## src/rtl/vga_timing_gen.sv

```systemverilog
// VGA timing source: pixel/line counters, sync pulses, blanking and background colour,
// all registered and packed onto the VGA bus consumed by the downstream overlay stages.
module vga_timing_gen #(
    parameter int unsigned H_ACTIVE  = 800,
    parameter int unsigned H_FP      = 40,
    parameter int unsigned H_SYNC    = 128,
    parameter int unsigned H_BP      = 88,
    parameter int unsigned V_ACTIVE  = 600,
    parameter int unsigned V_FP      = 1,
    parameter int unsigned V_SYNC    = 4,
    parameter int unsigned V_BP      = 23,
    parameter bit          HSYNC_POL = 1'b1,
    parameter bit          VSYNC_POL = 1'b1,
    parameter logic [11:0] BG_RGB    = 12'h8AF,
    localparam int unsigned VGA_BUS_SIZE = 36
) (
    input  logic                    clk,
    input  logic                    rst,
    input  logic                    pclk_en,
    output logic [VGA_BUS_SIZE-1:0] vga_bus_out,
    output logic                    hblnk,
    output logic                    vblnk,
    output logic                    frame_start
);

    localparam int unsigned H_TOTAL = H_ACTIVE + H_FP + H_SYNC + H_BP;
    localparam int unsigned V_TOTAL = V_ACTIVE + V_FP + V_SYNC + V_BP;

    // Counters are 11 bits wide; any timing that does not fit must not elaborate.
    generate
        if (H_TOTAL >= 2048 || V_TOTAL >= 2048) begin : g_bad_timing
            $error("vga_timing_gen: H_TOTAL/V_TOTAL must be below 2048");
        end
    endgenerate

    localparam logic [10:0] H_LAST     = 11'(H_TOTAL - 1);
    localparam logic [10:0] V_LAST     = 11'(V_TOTAL - 1);
    localparam logic [10:0] H_ACT      = 11'(H_ACTIVE);
    localparam logic [10:0] V_ACT      = 11'(V_ACTIVE);
    localparam logic [10:0] H_SYNC_BEG = 11'(H_ACTIVE + H_FP);
    localparam logic [10:0] H_SYNC_END = 11'(H_ACTIVE + H_FP + H_SYNC);
    localparam logic [10:0] V_SYNC_BEG = 11'(V_ACTIVE + V_FP);
    localparam logic [10:0] V_SYNC_END = 11'(V_ACTIVE + V_FP + V_SYNC);

    logic [10:0] r_hcount;
    logic [10:0] r_vcount;
    logic        r_hsync;
    logic        r_vsync;
    logic [11:0] r_rgb;
    logic        r_hblnk;
    logic        r_vblnk;
    logic        r_frame_start;

    logic        w_h_wrap;
    logic [10:0] w_hcount_nxt;
    logic [10:0] w_vcount_nxt;
    logic        w_hsync_nxt;
    logic        w_vsync_nxt;
    logic [11:0] w_rgb_nxt;
    logic        w_hblnk_nxt;
    logic        w_vblnk_nxt;
    logic        w_frame_start_nxt;

    // Next counter position and every output decoded from it, so outputs stay skew-free.
    always_comb begin
        w_h_wrap     = (r_hcount == H_LAST);
        w_hcount_nxt = w_h_wrap ? 11'd0 : r_hcount + 11'd1;
        w_vcount_nxt = r_vcount;
        if (w_h_wrap) begin
            w_vcount_nxt = (r_vcount == V_LAST) ? 11'd0 : r_vcount + 11'd1;
        end
        w_hblnk_nxt = (w_hcount_nxt >= H_ACT);
        w_vblnk_nxt = (w_vcount_nxt >= V_ACT);
        w_hsync_nxt = ((w_hcount_nxt >= H_SYNC_BEG) && (w_hcount_nxt < H_SYNC_END))
                      ? HSYNC_POL : ~HSYNC_POL;
        w_vsync_nxt = ((w_vcount_nxt >= V_SYNC_BEG) && (w_vcount_nxt < V_SYNC_END))
                      ? VSYNC_POL : ~VSYNC_POL;
        w_rgb_nxt   = (!w_hblnk_nxt && !w_vblnk_nxt) ? BG_RGB : 12'h000;
        w_frame_start_nxt = (w_hcount_nxt == 11'd0) && (w_vcount_nxt == 11'd0);
    end

    // Reset parks on the last pixel of a frame so the first tick lands on (0,0).
    always_ff @(posedge clk) begin
        if (rst) begin
            r_hcount      <= H_LAST;
            r_vcount      <= V_LAST;
            r_hsync       <= ~HSYNC_POL;
            r_vsync       <= ~VSYNC_POL;
            r_rgb         <= 12'h000;
            r_hblnk       <= 1'b1;
            r_vblnk       <= 1'b1;
            r_frame_start <= 1'b0;
        end else if (pclk_en) begin
            r_hcount      <= w_hcount_nxt;
            r_vcount      <= w_vcount_nxt;
            r_hsync       <= w_hsync_nxt;
            r_vsync       <= w_vsync_nxt;
            r_rgb         <= w_rgb_nxt;
            r_hblnk       <= w_hblnk_nxt;
            r_vblnk       <= w_vblnk_nxt;
            r_frame_start <= w_frame_start_nxt;
        end else begin
            // frame_start is a single-clk pulse even when ticks are sparse.
            r_frame_start <= 1'b0;
        end
    end

    assign vga_bus_out = {r_hcount, r_vcount, r_hsync, r_vsync, r_rgb};
    assign hblnk       = r_hblnk;
    assign vblnk       = r_vblnk;
    assign frame_start = r_frame_start;

endmodule

```

## config.mk

```make
export PLATFORM = sky130hd
export DESIGN_NAME = vga_timing_gen
export DESIGN_NICKNAME = d
export VERILOG_FILES = /design/src/rtl/vga_timing_gen.sv
export SDC_FILE = /design/constraint.sdc
export NUM_CORES = 1
export LEC_CHECK = 0
export CAP_MARGIN = 20
export CORE_MARGIN = 2
export CORE_UTILIZATION = 55
export DETAILED_ROUTE_END_ITERATION = 16
export PLACE_DENSITY = 0.94
export REMOVE_ABC_BUFFERS = 1
export SLEW_MARGIN = 20
export SYNTH_ARGS = -nofsm -noshare
export SYNTH_HDL_FRONTEND = slang
export SYNTH_SLANG_ARGS = --single-unit
```

## constraint.sdc

```tcl
create_clock -name clk -period 6.76 [get_ports clk]
set_clock_uncertainty 0.15 [all_clocks]
set_input_delay 0.676 -clock clk [delete_from_list [all_inputs] [get_ports clk]]
set_output_delay 0.676 -clock clk [all_outputs]
set_load 0.005 [all_outputs]
```

=== Word-level counts from Yosys, hierarchy flattened ===
Index checks and enable logic that the tools add are counted.

* Flip-flop bits (word level): 39
* Output and inout port bits: 39

* Add/subtract/negate cells: 2
* Order comparisons: 6
* Eq/ne operators: 2
* Mux-type cells: 6
* Bitwise logic cells: 1
* Reductions and logical operators: 9

{| class="wikitable"
|+ Operators with widths
! kind !! count
|-
| $ge 11x10->1 const B || 4
|-
| $mux 11 || 3
|-
| $add 11x1->11 const B || 2
|-
| $logic_not 11->1 || 2
|-
| $lt 11x10->1 const B || 2
|-
| $mux 12 || 1
|-
| $eq 11x10->1 const B || 1
|-
| $eq 11x11->1 const B || 1
|-
| $logic_and 1x1->1 || 4
|-
| $logic_not 1->1 || 2
|-
| $mux 1 || 2
|-
| $reduce_or 2->1 || 1
|-
| $not 1->1 || 1
|}

=== Longest topological paths before layout ===
* Word-level depth: 7
* Depth in mapped cells: 10

=== Worst setup path after synthesis ===
OpenSTA, ideal clock, no wires.

* Path kind: reg-to-reg
* Start point: register r_hcount[0]
* End point: register r_vsync
* Data arrival time: 2.508 ns
* Required time: 6.539 ns
* Path slack: 4.031 ns
* Stages on the path, launching flop included: 11
* Buffers on the path: 2
* Path through: dfxtp_1 -> ha_1 -> clkbuf_1 -> nand4b_1 -> or3_1 -> buf_2 -> or4_4 -> a21boi_2 -> nor3b_2 -> nand3_1 -> a21oi_1

* Cells in the longest elaborated chain, start to end: 5
* Elaborated cells between the ends (all ways): 6

{| class="wikitable"
|+ Ends and longest elaborated chain
! what !! RTL line !! source
|-
| start: declaration || 45 || <nowiki>logic [10:0] r_hcount;</nowiki>
|-
| start signal: assignment || 94 || <nowiki>r_hcount <= w_hcount_nxt;</nowiki>
|-
| $eq 11x11->1 (*) || 66 || <nowiki>w_h_wrap = (r_hcount == H_LAST);</nowiki>
|-
| $mux 11 (*) || 69 || <nowiki>if (w_h_wrap) begin</nowiki>
|-
| $ge 11x10->1 or $lt 11x10->1 (tied branches) || 76 || <nowiki>w_vsync_nxt = ((w_vcount_nxt >= V_SYNC_BEG) && (w_vcount_nxt < V_SYNC_END))</nowiki>
|-
| $logic_and 1x1->1 (*) || 76 ||
|-
| $mux 1 (*) || 77 || <nowiki>? VSYNC_POL : ~VSYNC_POL;</nowiki>
|-
| end signal: assignment || 88 || <nowiki>r_vsync <= ~VSYNC_POL;</nowiki>
|-
| end signal: assignment || 97 || <nowiki>r_vsync <= w_vsync_nxt;</nowiki>
|-
| end: declaration || 48 || <nowiki>logic r_vsync;</nowiki>
|}

Mark *: on every way between the ends. The rest lies on a longest branch, timed or not.
A chain may end at the register's enable or synchronous reset.

=== Worst setup path after layout ===
Ends and elaborated chain as after synthesis.

==> results.md <==
* Outcome: finished clean
* Top-level port count at 42
* Finished Cell Area at around 2300 um^2
* Setup violations, final at 0
* Worst ir drop on vdd at about 0.11 mV
* Count of cell types in the netlist at 60
* Global-route wire length before repair at 7970 um
* Yosys warns at 0
* Critical Path Start: r_hcount[0]
* Mapped Cells at 259
* Initial core utilization at 0.580
* Clk pwr share at 0.186
* CTS clk-pin slew, worst paths at roughly 0.15 ns
* Sw Share at 0.364
* Largest net degree at the start of global routing at 22
* Critical Path Source Type: flop
* Critical Path RT at slightly below 7 ns
* Mean Syn Cell Area at around 7.6 um^2
* Post-Place Cell Area at around 2200 um^2
* HPWL after DPL at between 3000 and 4000 um
* Post-CTS setup buffers at 0
* GRT Util Overall at 0.243
* WS Path Type: flop to flop
* Final ANT Viol Nets at 0
* Hold wc startpoint: r_vsync
* EDFF count, synth at 0
* Filler cells at 289
* DRC at 0
* Leakage at between 0.8 and 0.9 nW
* Die ar. at just over 4000 um^2
* Seq/Total Area, Yosys at 0.285
* Worst-path fanout max at 9
* Final hold vios at 0
* P_int at approximately 0.00029 W
* Vias at 1,976
* RSZ-0062 raised after global routing: no
* Fin Setup TNS at 0 ns
* TritonCTS Buffers at 3
* Htree depth at 1
* Layout cell share with drive strength beyond 1 at 0.0549
* Metal2 WL at around 2200 um
* Avg WL per Cell at ~15 um
* Synth-to-layout area growth at 15.1%
* FF+latch count, synth at 28
* DRT met1 WL at ~2000 um
* Initial antenna violation count at 0
* Worst min path class: flop to flop
* Pre-CTS setup slack at ~3.7 ns
* CTS resizes at 0
* CTS Sinks at 28
* Vias in the first global route at roughly 1,700
* Initial DRC count at approximately 170
* Grt ovf at 0
* Syn Std Cell Area at 1960 um^2
* Met3 wire len at around 450 um
* Worst setup margin at around 3.7 ns
* CP Capture Type: flop
* Clk buf depth at 2
* Die H at 63.8 um
* GP Congestion at 0.916
* Drt pass-1 iters at 4
* Period utilisation layout at 0.453
* Die extent in x at between 60 and 70 um
* CTS tree: built
* Max-Cap Viols at 0
* Slew @ Worst Pin at between 0.7 and 0.8 ns
* Min Tclk post-route at about 3 ns
* Worst-skew pair later-pin latency at between 0.3 and 0.4 ns
* Number of diodes at 0
* Row count at 21
* Primary FF master, synth: dfxtp_1
* Core area at approximately 3400 um^2
* Gate power share at 0.364
* CP arrival at ~3.2 ns
* Share of power burned in registers at 0.450
* Port Buffer Count at 36
* Nets at roughly 280
* Top sig layer: met4
* CTS Hold Bufs at 0
* Root buf cell: clkbuf_4
* Rel. slew slack at 0.515
* Slew Viols, Final at 0
* Vias per std cell at between 6 and 7
* Pwr Density at a little under 200 nW/um^2
* Sw power at 0.000163 W
* Async SR Flop Fraction at 0
* Max Fclk at approximately 330 MHz
* WL final at roughly 4800 um
* RR Startpoint: r_hcount[0]
## per-layer routing
| metal | global-route usage | up-vias |
|---|---|---|
| li1 | - | 940 |
| met1 | 0.337 | 912 |
| met2 | 0.404 | 112 |
| met3 | 0.0264 | 12 |
| met4 | 0.0625 | 0 |
| met5 | 0 | - |
## cell usage after synthesis, types with 5 or more instances
cell type  count  area share
and3_1         8       0.025
nand4_1        5       0.016
inv_1          7       0.013
nand3_1       10       0.025
a21oi_1       13       0.033
nor2_1        23       0.044
dfxtp_1       28        0.29
or3_1          5       0.016
nor3_1        10       0.025
buf_4         13       0.050
clkbuf_1      13       0.025
xor2_1         7       0.031
nand2_1       29       0.055
xnor2_1        9       0.040
o21ai_0       13       0.033
## stage by stage
stage,power [W],hold slack (ns),utilization,cells
after floorplan,0.000302,0.301,-,233
after global placement,0.000361,0.306,0.656,315
after detailed placement,0.000365,0.321,0.656,315
after CTS,0.000447,0.342,0.667,319
after global routing,0.000477,0.368,0.667,319
final,0.000449,0.342,0.667,319
## state kept, by name, summed over array words and instances, names as in the netlist
signal and flops:
r_hcount 11, r_vcount 11, frame_start 1, hblnk 1, r_hsync 1, r_rgb 1
r_vsync 1, vblnk 1
## cells by family (layout without fill, tap and decap cells)
kind of cell,after synthesis,count (layout),synth area share
AOI/OAI and AO/OA,55,55,0.184
xor gates and xnor gates,16,16,0.0713
adders and majority gates,2,2,0.0127
buffers and inverters,37,47,0.101
DFF,28,28,0.285
muxes,3,3,0.0159
other,1,5,0.00191
and+or+nand+nor,117,117,0.327
## worst max-delay path: stages (launching register included)
cell and delay [ns]:
dfxtp_1 0.49, ha_1 0.38, nand4b_1 0.18, or3_1 0.56
or4_4 0.54, a21boi_2 0.19, nor3b_2 0.21, nand3_1 0.10
a21oi_1 0.18
## final timing paths
path / to / slack [ns] / depth (start not counted)
worst max-delay path: r_vsync / 3.70 / 8
worst min-delay path: r_vsync / 0.34 / 2
worst max register to register: r_vsync / 3.70 / 8
worst min register to register: r_vsync / 0.34 / 2
## layout by cell type (no fill, tap or decap), types with 2 or more instances in the layout
cell / n
mux2i_1: 2
ha_1: 2
or3_1: 5
xor2_1: 7
a211oi_1: 2
nand3_1: 10
nor3_1: 10
nor3b_1: 2
o311ai_0: 3
dfxtp_1: 28
o22ai_1: 2
nand2_1: 29
clkbuf_4: 3
conb_1: 5
o31ai_1: 2
nor2_1: 23
or2_2: 2
a21oi_1: 13
nor2b_1: 4
and3_1: 8
o21ai_0: 13
clkdlybuf4s50_1: 36
inv_1: 7
o211ai_1: 4
xnor2_1: 9
nand4b_1: 2
nand4_1: 5
nor4_1: 3
a31oi_1: 2
## power by group through the flow
stage	clock network [W]	registers (W)	logic, W
4_1_cts	0.0000848	0.000201	0.000161
5_1_grt	0.0000932	0.000205	0.000179
6_report	0.0000834	0.000202	0.000163
3_5_place_dp	0	0.000205	0.000160
3_3_place_gp	0	0.000204	0.000157
2_1_floorplan	0	0.000201	0.000101
## layout make-up
| class | count | area (um^2) | area share |
|---|---|---|---|
| Clock buffer | 4 | 36.3 | 0.0160 |
| Inverter | 7 | 26.3 | 0.0116 |
| Multi-Input combinational cell | 198 | 1220 | 0.540 |
| Sequential cell | 28 | 561 | 0.248 |
| Tap cell | 46 | 57.6 | 0.0255 |
| Timing Repair Buffer | 36 | 360 | 0.159 |
No activity file was read; power rests on OpenSTA's default activity.
